$ cat src/rtl/wb_arb_if.sv
// Write-back arbiter bus: MEM_WB pipeline source, long-latency unit source and the
// single register-file write port. slave = arbiter side, master = surrounding core.
interface wb_arb_if;
    logic        pipe_we_i_WB_ARB;
    logic [4:0]  pipe_addr_i_WB_ARB;
    logic [31:0] pipe_data_i_WB_ARB;
    logic        lu_valid_i_WB_ARB;
    logic [4:0]  lu_addr_i_WB_ARB;
    logic [31:0] lu_data_i_WB_ARB;
    logic        lu_ready_o_WB_ARB;
    logic        stall_o_WB_ARB;
    logic        wt_enable_o_WB_ARB;
    logic [4:0]  wt_addr_o_WB_ARB;
    logic [31:0] wt_data_o_WB_ARB;

    modport slave (
        input  pipe_we_i_WB_ARB, pipe_addr_i_WB_ARB, pipe_data_i_WB_ARB,
        input  lu_valid_i_WB_ARB, lu_addr_i_WB_ARB, lu_data_i_WB_ARB,
        output lu_ready_o_WB_ARB, stall_o_WB_ARB,
        output wt_enable_o_WB_ARB, wt_addr_o_WB_ARB, wt_data_o_WB_ARB
    );

    modport master (
        output pipe_we_i_WB_ARB, pipe_addr_i_WB_ARB, pipe_data_i_WB_ARB,
        output lu_valid_i_WB_ARB, lu_addr_i_WB_ARB, lu_data_i_WB_ARB,
        input  lu_ready_o_WB_ARB, stall_o_WB_ARB,
        input  wt_enable_o_WB_ARB, wt_addr_o_WB_ARB, wt_data_o_WB_ARB
    );
endinterface

$ cat src/rtl/wb_arb.sv
// Register-file write-port arbiter: pipeline writes win unless a buffered long-latency
// result has starved for STARVE_LIMIT cycles. Define WB_ARB_PERF_EN for conflict counting.
module wb_arb #(
    parameter int DEPTH        = 2,
    parameter int STARVE_LIMIT = 4
) (
    input  logic         clk_i_WB_ARB,
    input  logic         rst_i_WB_ARB,
    wb_arb_if.slave      bus
`ifdef WB_ARB_PERF_EN
    ,
    output logic [15:0]  conflict_cnt_o_WB_ARB
`endif
);
    localparam int PW = (DEPTH > 1) ? $clog2(DEPTH) : 1;

    logic [4:0]    addr_mem [DEPTH];
    logic [31:0]   data_mem [DEPTH];
    logic [PW-1:0] rd_ptr;
    logic [PW-1:0] wr_ptr;
    logic [2:0]    count;
    logic [3:0]    wait_cnt;

    logic        pipe_active;
    logic        not_empty;
    logic        stall;
    logic        grant_pipe;
    logic        pop;
    logic        push;
    logic        ready;
    logic [4:0]  head_addr;
    logic [31:0] head_data;

    function automatic logic [PW-1:0] next_ptr(input logic [PW-1:0] p);
        return (p == PW'(DEPTH - 1)) ? '0 : p + 1'b1;
    endfunction

    assign head_addr   = addr_mem[rd_ptr];
    assign head_data   = data_mem[rd_ptr];
    assign pipe_active = bus.pipe_we_i_WB_ARB && (bus.pipe_addr_i_WB_ARB != 5'd0);
    // Emptiness comes from the registered count, so a fresh push is only poppable next cycle.
    assign not_empty   = (count != 3'd0);
    assign stall       = not_empty && (wait_cnt == 4'(STARVE_LIMIT));
    assign grant_pipe  = pipe_active && !stall;
    assign pop         = not_empty && !grant_pipe;
    assign ready       = (count < 3'(DEPTH));
    assign push        = bus.lu_valid_i_WB_ARB && ready;

    assign bus.lu_ready_o_WB_ARB = ready;
    assign bus.stall_o_WB_ARB    = stall;

    always_ff @(posedge clk_i_WB_ARB) begin
        if (push) begin
            addr_mem[wr_ptr] <= bus.lu_addr_i_WB_ARB;
            data_mem[wr_ptr] <= bus.lu_data_i_WB_ARB;
        end
    end

    always_ff @(posedge clk_i_WB_ARB or negedge rst_i_WB_ARB) begin
        if (!rst_i_WB_ARB) begin
            rd_ptr                 <= '0;
            wr_ptr                 <= '0;
            count                  <= 3'd0;
            wait_cnt               <= 4'd0;
            bus.wt_enable_o_WB_ARB <= 1'b0;
            bus.wt_addr_o_WB_ARB   <= 5'd0;
            bus.wt_data_o_WB_ARB   <= 32'd0;
        end else begin
            if (push) wr_ptr <= next_ptr(wr_ptr);
            if (pop)  rd_ptr <= next_ptr(rd_ptr);
            count <= count + {2'b00, push} - {2'b00, pop};

            if (pop || !not_empty)
                wait_cnt <= 4'd0;
            else if (wait_cnt != 4'(STARVE_LIMIT))
                wait_cnt <= wait_cnt + 4'd1;

            // A popped head with destination r0 is consumed silently.
            bus.wt_enable_o_WB_ARB <= grant_pipe || (pop && (head_addr != 5'd0));
            if (grant_pipe) begin
                bus.wt_addr_o_WB_ARB <= bus.pipe_addr_i_WB_ARB;
                bus.wt_data_o_WB_ARB <= bus.pipe_data_i_WB_ARB;
            end else if (pop) begin
                bus.wt_addr_o_WB_ARB <= head_addr;
                bus.wt_data_o_WB_ARB <= head_data;
            end
        end
    end

`ifdef WB_ARB_PERF_EN
    logic [15:0] conflict_cnt;

    always_ff @(posedge clk_i_WB_ARB or negedge rst_i_WB_ARB) begin
        if (!rst_i_WB_ARB)
            conflict_cnt <= 16'd0;
        else if (not_empty && pipe_active && (conflict_cnt != 16'hFFFF))
            conflict_cnt <= conflict_cnt + 16'd1;
    end

    assign conflict_cnt_o_WB_ARB = conflict_cnt;
`endif
endmodule
$ cat src/flat_wrapper.sv
// flat-port wrapper written by rule: the top's interface ports become plain ports
module wb_arb_flat 
#(
    parameter int DEPTH        = 2,
    parameter int STARVE_LIMIT = 4
)
  (clk_i_WB_ARB, rst_i_WB_ARB, bus_pipe_we_i_WB_ARB, bus_pipe_addr_i_WB_ARB, bus_pipe_data_i_WB_ARB, bus_lu_valid_i_WB_ARB, bus_lu_addr_i_WB_ARB, bus_lu_data_i_WB_ARB, bus_lu_ready_o_WB_ARB, bus_stall_o_WB_ARB, bus_wt_enable_o_WB_ARB, bus_wt_addr_o_WB_ARB, bus_wt_data_o_WB_ARB);
  wb_arb_if bus_i ();
  input  logic clk_i_WB_ARB;
  input  logic rst_i_WB_ARB;
  input wire logic [$bits(bus_i.pipe_we_i_WB_ARB)-1:0] bus_pipe_we_i_WB_ARB;
  input wire logic [$bits(bus_i.pipe_addr_i_WB_ARB)-1:0] bus_pipe_addr_i_WB_ARB;
  input wire logic [$bits(bus_i.pipe_data_i_WB_ARB)-1:0] bus_pipe_data_i_WB_ARB;
  input wire logic [$bits(bus_i.lu_valid_i_WB_ARB)-1:0] bus_lu_valid_i_WB_ARB;
  input wire logic [$bits(bus_i.lu_addr_i_WB_ARB)-1:0] bus_lu_addr_i_WB_ARB;
  input wire logic [$bits(bus_i.lu_data_i_WB_ARB)-1:0] bus_lu_data_i_WB_ARB;
  output wire logic [$bits(bus_i.lu_ready_o_WB_ARB)-1:0] bus_lu_ready_o_WB_ARB;
  output wire logic [$bits(bus_i.stall_o_WB_ARB)-1:0] bus_stall_o_WB_ARB;
  output wire logic [$bits(bus_i.wt_enable_o_WB_ARB)-1:0] bus_wt_enable_o_WB_ARB;
  output wire logic [$bits(bus_i.wt_addr_o_WB_ARB)-1:0] bus_wt_addr_o_WB_ARB;
  output wire logic [$bits(bus_i.wt_data_o_WB_ARB)-1:0] bus_wt_data_o_WB_ARB;
  assign bus_i.pipe_we_i_WB_ARB = bus_pipe_we_i_WB_ARB;
  assign bus_i.pipe_addr_i_WB_ARB = bus_pipe_addr_i_WB_ARB;
  assign bus_i.pipe_data_i_WB_ARB = bus_pipe_data_i_WB_ARB;
  assign bus_i.lu_valid_i_WB_ARB = bus_lu_valid_i_WB_ARB;
  assign bus_i.lu_addr_i_WB_ARB = bus_lu_addr_i_WB_ARB;
  assign bus_i.lu_data_i_WB_ARB = bus_lu_data_i_WB_ARB;
  assign bus_lu_ready_o_WB_ARB = bus_i.lu_ready_o_WB_ARB;
  assign bus_stall_o_WB_ARB = bus_i.stall_o_WB_ARB;
  assign bus_wt_enable_o_WB_ARB = bus_i.wt_enable_o_WB_ARB;
  assign bus_wt_addr_o_WB_ARB = bus_i.wt_addr_o_WB_ARB;
  assign bus_wt_data_o_WB_ARB = bus_i.wt_data_o_WB_ARB;
  wb_arb #(.DEPTH(DEPTH), .STARVE_LIMIT(STARVE_LIMIT)) u_core (.clk_i_WB_ARB(clk_i_WB_ARB), .rst_i_WB_ARB(rst_i_WB_ARB), .bus(bus_i));
endmodule
$ cat config.mk
export PLATFORM = sky130hd
export DESIGN_NAME = wb_arb_flat
export DESIGN_NICKNAME = d
export VERILOG_FILES = /design/src/rtl/wb_arb_if.sv /design/src/rtl/wb_arb.sv /design/src/flat_wrapper.sv
export SDC_FILE = /design/constraint.sdc
export NUM_CORES = 1
export LEC_CHECK = 0
export ABC_AREA = 1
export BUFFER_PORTS_ARGS = -buffer_cell sky130_fd_sc_hd__buf_2
export CAP_MARGIN = 15
export CELL_PAD_IN_SITES_DETAIL_PLACEMENT = 2
export CELL_PAD_IN_SITES_GLOBAL_PLACEMENT = 2
export CORE_ASPECT_RATIO = 1.1
export CORE_MARGIN = 2
export CORE_UTILIZATION = 32
export DETAILED_ROUTE_END_ITERATION = 10
export HOLD_SLACK_MARGIN = 0.08
export PLACE_DENSITY_LB_ADDON = 0.1
export SYNTH_ARGS = -nofsm -noshare
export SYNTH_HDL_FRONTEND = slang
export SYNTH_SLANG_ARGS = --single-unit
$ cat constraint.sdc
create_clock -name clk_i_WB_ARB -period 2.6 [get_ports clk_i_WB_ARB]
set_input_delay 0.39 -clock clk_i_WB_ARB [delete_from_list [all_inputs] [get_ports clk_i_WB_ARB]]
set_output_delay 0.39 -clock clk_i_WB_ARB [all_outputs]
set_load 0.05 [all_outputs]
; Yosys cells after proc, flatten, opt, wreduce, memory -nomap -nowiden
; Memory sizes are Yosys's and may differ from the RTL's.
; Index checks and enable logic that the tools add are counted.
[totals]
ff_bits = 47
ramBits = 74
output_inout_bits = 40
word_cells = 43
n_memories = 2
in_bits = 78
[memory_table]
columns = memory, depth, word_bits, rd, rd_ports_with_merged_regs, write_ports, line_no
row1 = u_core.data_mem, 2, 32, 1, 0, 1, wb_arb.sv:18  ; logic [31:0] data_mem [DEPTH];
row2 = u_core.addr_mem, 2, 5, 1, 0, 1, wb_arb.sv:17  ; logic [4:0] addr_mem [DEPTH];
[classes]
eq_ne = 2
n_lt_le_gt_ge = 1
muxes = 10
addsub = 5
reduce_logical = 16
[ops]
columns = operator, count
row1 = 32-bit 2-to-1 mux, 2
row2 = 5-bit 2-to-1 mux, 2
row3 = 5-bit nonzero test, 2
row4 = 4-bit 2-to-1 mux, 2
row5 = 1-bit logical AND, 6
row6 = "4-bit by 1-bit adder with 4-bit output, second input constant", 1
row7 = "4-bit by 3-bit equality test with 1-bit output, second input constant", 1
row8 = 1-bit 2-to-1 mux, 4
row9 = "4-bit by 3-bit != test with 1-bit output, second input constant", 1
row10 = 2-bit nonzero test, 2
row11 = 3-bit by 1-bit adder with 3-bit output, 1
row12 = 1-bit zero test, 3
row13 = "3-bit by 2-bit < comparator with 1-bit output, second input constant", 1
row14 = 3-bit nonzero test, 1
row15 = 3-bit by 1-bit subtractor with 3-bit output, 1
row16 = "1-bit adder, second input constant", 2
row17 = 1-bit logical OR, 2

; Longest topological paths before layout
[logic_depth]
word_depth = 8
ltp_mapped = 13

; Worst setup path before layout
; No wires, ideal clock.
[synth_timing]
path_kind = register to register
from = register u_core.count[1]
to = memory u_core.addr_mem[0][0], enable pin
period_less_slack_ps = 3169
t_required_ps = 2169
path_buffers = 0
arrival_time_ps = 2737
setup_slack_ps = -569
stages_incl_launch_ff = 5
path_cell_list = dfrtp_1 inv_2 ha_1 nand2_1 nor2_1
[synth_between]
elab_chain_cells = 4
[synth_rtl]
columns = element, line_no
row1 = from (decl), wb_arb.sv:21  ; logic [2:0] count;
row2 = from (signal assigned), wb_arb.sv:71  ; count <= count + {2'b00, push} - {2'b00, pop};
row3 = 3-bit by 2-bit < comparator with 1-bit output, wb_arb.sv:46  ; assign ready = (count < 3'(DEPTH));
row4 = net bus_lu_ready_o_WB_ARB, flat_wrapper.sv:17  ; output wire logic [$bits(bus_i.lu_ready_o_WB_ARB)-1:0] bus_lu_ready_o_WB_ARB;
row5 = 1-bit logical AND, wb_arb.sv:47  ; assign push = bus.lu_valid_i_WB_ARB && ready;
row6 = 1-bit 2-to-1 mux, wb_arb.sv:53  ; if (push) begin
row7 = 1-bit 2-to-1 mux (implied by the code), wb_arb.sv:54  ; addr_mem[wr_ptr] <= bus.lu_addr_i_WB_ARB;
row8 = to (decl), wb_arb.sv:17
; The timed path passes the listed nets, and every way through them passes these cells.

; Final worst setup path
[layout_timing]
from = register u_core.count[1]
to = output bus_stall_o_WB_ARB
[layout_between]
elab_chain_cells = 2
[layout_rtl]
columns = element, line_no
row1 = 3-bit nonzero test, wb_arb.sv:42  ; assign not_empty = (count != 3'd0);
row2 = 1-bit logical AND, wb_arb.sv:43  ; assign stall = not_empty && (wait_cnt == 4'(STARVE_LIMIT));
row3 = to (decl), flat_wrapper.sv:18  ; output wire logic [$bits(bus_i.stall_o_WB_ARB)-1:0] bus_stall_o_WB_ARB;
; No other way between the ends.

==> out/qor.csv <==
metric;value;unit
pwr-share-clk;29.4;%
die_y;143.4;µm
final_util;40.39;%
path_class;flip-flop to output pin;
final_area;0.006923;mm²
synthDistinctLibCells;28;
pre_cts_slack;0.3071;ns
setup_viol;0;
num_vias;3891;
drv_slew;0;
power.internal;4.704;mW
yosys_register_bits;121;
max_stage_delay;0.39;ns
crit_arrival;2.07;ns
clkSlewWorstSetupHoldPaths;0.05;ns
grt_max_degree;44;
whs;0.1624;ns
routabilityCongestion;0.7185;
maxCapViolations;0;
power.leakage;3.076;nW
power_frac_seq;34.7;%
drcViolationCount;0;
post-route-min-period;2.464;ns
ys_warn_count;0;
critPathLaunchType;flip-flop;
grt_setup_unrepaired;false;
p_comb_share;35.9;%
diodes;0;
cts_max_level;4;
placementRows;50;
final_net_count;665;
dp_hpwl;10.30;mm
placed_cells;795;
dieWidth;130.7;µm
ir_worst_vdd;392.5;µV
clockRootBuffer;clkbuf_16;
clock_sinks;121;
crit_required;2.21;ns
post_cts_buffers;0;
setup_tns;0;ns
worst_slew_pin_slew;0.7767;ns
grtUsageTotal;17.72;%
cts_tree;built;
p_sw;3.169;mW
grt_pass1_wl;24.47;mm
yosysSeqAreaShare;60.16;%
synth_nets;547;
syn-cell-area;0.005649;mm²
period_share;94.77;%
vias_per_cell;4.699;
fmax;405.9;MHz
layoutNonFillerInstCount;828;
synth_area_per_cell;12.20;µm²
port_buffers;117;
nFillCells;1871;
layout_common_cells;nand2_1 (117), buf_2 (117), nand3_2 (78), edfxtp_1 (74), nand3_1 (72);
area_delta_synth_final;22.55;%
cp_num_buf_inv;4;
antenna_found_initial;0;
swShare;40.26;%
hold_class;input pin to flip-flop;
clk_latency;0.42;ns
cts_buffers;17;
path_cells;inv_2 > nand3_4 > nand2_4 > buf_6 > inv_1 > buf_2;
drive_gt1_share;42.42;%
grt_pass1_vias;4421;
end_kind;output pin;
critPathTopFamily;buffers and inverters;
drt_iter0_drc;143;
drtPass1Iterations;5;
postRouteWirelength;15.46;mm
clock-skew-final;0.007821;ns
cts_buffer_depth;2;
initial_utilization;32.96;%
synth_cells;463;
hold_viol;0;
slew_headroom;48.16;%
status;completed;
die_area;0.01873;mm²
postPlaceCellArea;0.006339;mm²
finalWorstSetupSlack;0.1361;ns
wire_per_inst;18.67;µm
power.density;1137;mW/mm²
top_level_ports;118;
power.total;7.873;mW
design.core.area;0.01714;mm²
ant_nets;0;
grt-ovfl-total;0;
cp_slowest_cell;dfrtp_1;
cp_max_fo;38;
## layout make-up
class,count,area (µm²),area share (%)
sequential,121,3400,49.11
multi-input combinational,295,1883,27.20
timing repair buffer,130,714.4,10.32
clock buffer,22,444.2,6.416
tap,234,292.8,4.229
clock inverter,10,126.4,1.825
inverter,16,62.56,0.9037
## metal layers
metal | GRT usage [%] | vias up | wire length, µm
li1 | - | 1834 | -
met5 | 0 | - | 0
met2 | 30.59 | 77 | 7953
met4 | 6.383 | 0 | 231
met3 | 3.053 | 17 | 461
met1 | 22.28 | 1963 | 6815
## cell families (layout without fill, tap and decap cells)
logic type | count (synthesis) | after routing | share of synthesized area [%]
adders and majority gates | 6 | 6 | 1.462
buffers and inverters | 47 | 178 | 6.777
AOI/OAI and AO/OA | 1 | 1 | 0.08851
xor gates and xnor gates | 4 | 4 | 0.6203
and+or+nand+nor | 284 | 284 | 30.90
DFF | 121 | 121 | 60.16
## path summary, 6_finish.rpt
kind                                          startpoint                              end  slack, ns  cells after the start
worst min register to register        u_core.wait_cnt[0]               u_core.wait_cnt[0]       0.52                      1
worst max-delay path                     u_core.count[1]               bus_stall_o_WB_ARB       0.14                      6
min in group asynchronous                   rst_i_WB_ARB   u_core.bus.wt_data_o_WB_ARB[6]       0.51                      2
max in group asynchronous                   rst_i_WB_ARB  u_core.bus.wt_data_o_WB_ARB[21]       1.28                      3
worst max register to register           u_core.count[1]                  u_core.count[2]       0.27                     11
worst min-delay path            bus_lu_data_i_WB_ARB[15]           u_core.data_mem[0][15]       0.16                      1
## state kept, by name, indices dropped and copies added, names as in the netlist
signal                         cells
u_core.data_mem                   64
u_core.bus.wt_data_o_WB_ARB       32
u_core.addr_mem                   10
u_core.bus.wt_addr_o_WB_ARB        5
u_core.wait_cnt                    4
u_core.count                       3
u_core.bus.wt_enable_o_WB_ARB      1
u_core.rd_ptr                      1
u_core.wr_ptr                      1
## worst reg2reg max path: cells and delay by family (launching register included)
kind | cells | cell delay (ns)
adders and majority gates | 3 | 0.83
xor gates and xnor gates | 1 | 0.18
DFF | 1 | 0.39
and+or+nand+nor | 4 | 0.62
buffers and inverters | 3 | 0.22
## power groups by stage
stage,clock (mW),combinational (mW),sequential (mW)
finish,2.32,2.83,2.73
global route,2.47,3.10,2.78
global placement,0,2.79,2.74
CTS,2.39,2.90,2.74
detailed placement,0,2.88,2.77
floorplan,0,1.35,3.48
## synth_stat cells
| cell | number | area, µm² |
|---|---|---|
| o21ai_0 | 1 | 5.000 |
| buf_2 | 11 | 55.05 |
| nand3_1 | 72 | 360.4 |
| nor3b_2 | 1 | 12.51 |
| nor2_2 | 2 | 12.51 |
| inv_2 | 3 | 11.26 |
| ha_1 | 5 | 62.56 |
| nor2_1 | 4 | 15.01 |
| xnor2_1 | 2 | 17.52 |
| buf_8 | 1 | 15.01 |
| buf_6 | 7 | 78.83 |
| buf_12 | 4 | 80.08 |
| nand2_4 | 2 | 22.52 |
| clkbuf_8 | 5 | 68.82 |
| dfrtp_1 | 47 | 1176 |
| nand2_2 | 1 | 6.260 |
| buf_4 | 3 | 22.52 |
| nand3b_4 | 1 | 20.02 |
| nor2_4 | 1 | 11.26 |
| nand2_1 | 117 | 439.2 |
| fa_1 | 1 | 20.02 |
| nand3_4 | 2 | 35.03 |
| inv_4 | 1 | 6.260 |
| edfxtp_1 | 74 | 2222 |
| xor2_1 | 2 | 17.52 |
| nor3_2 | 3 | 30.03 |
| nand3_2 | 78 | 780.8 |
| inv_1 | 12 | 45.04 |
## what timing repair did
item / CTS / global route
resized for setup: 1 / 0
hold buffers: 1 / 0
setup endpoints to repair: 1 / 0
endpoints found under the hold margin: 21 / 0
Power figures use the tool's default switching activity.
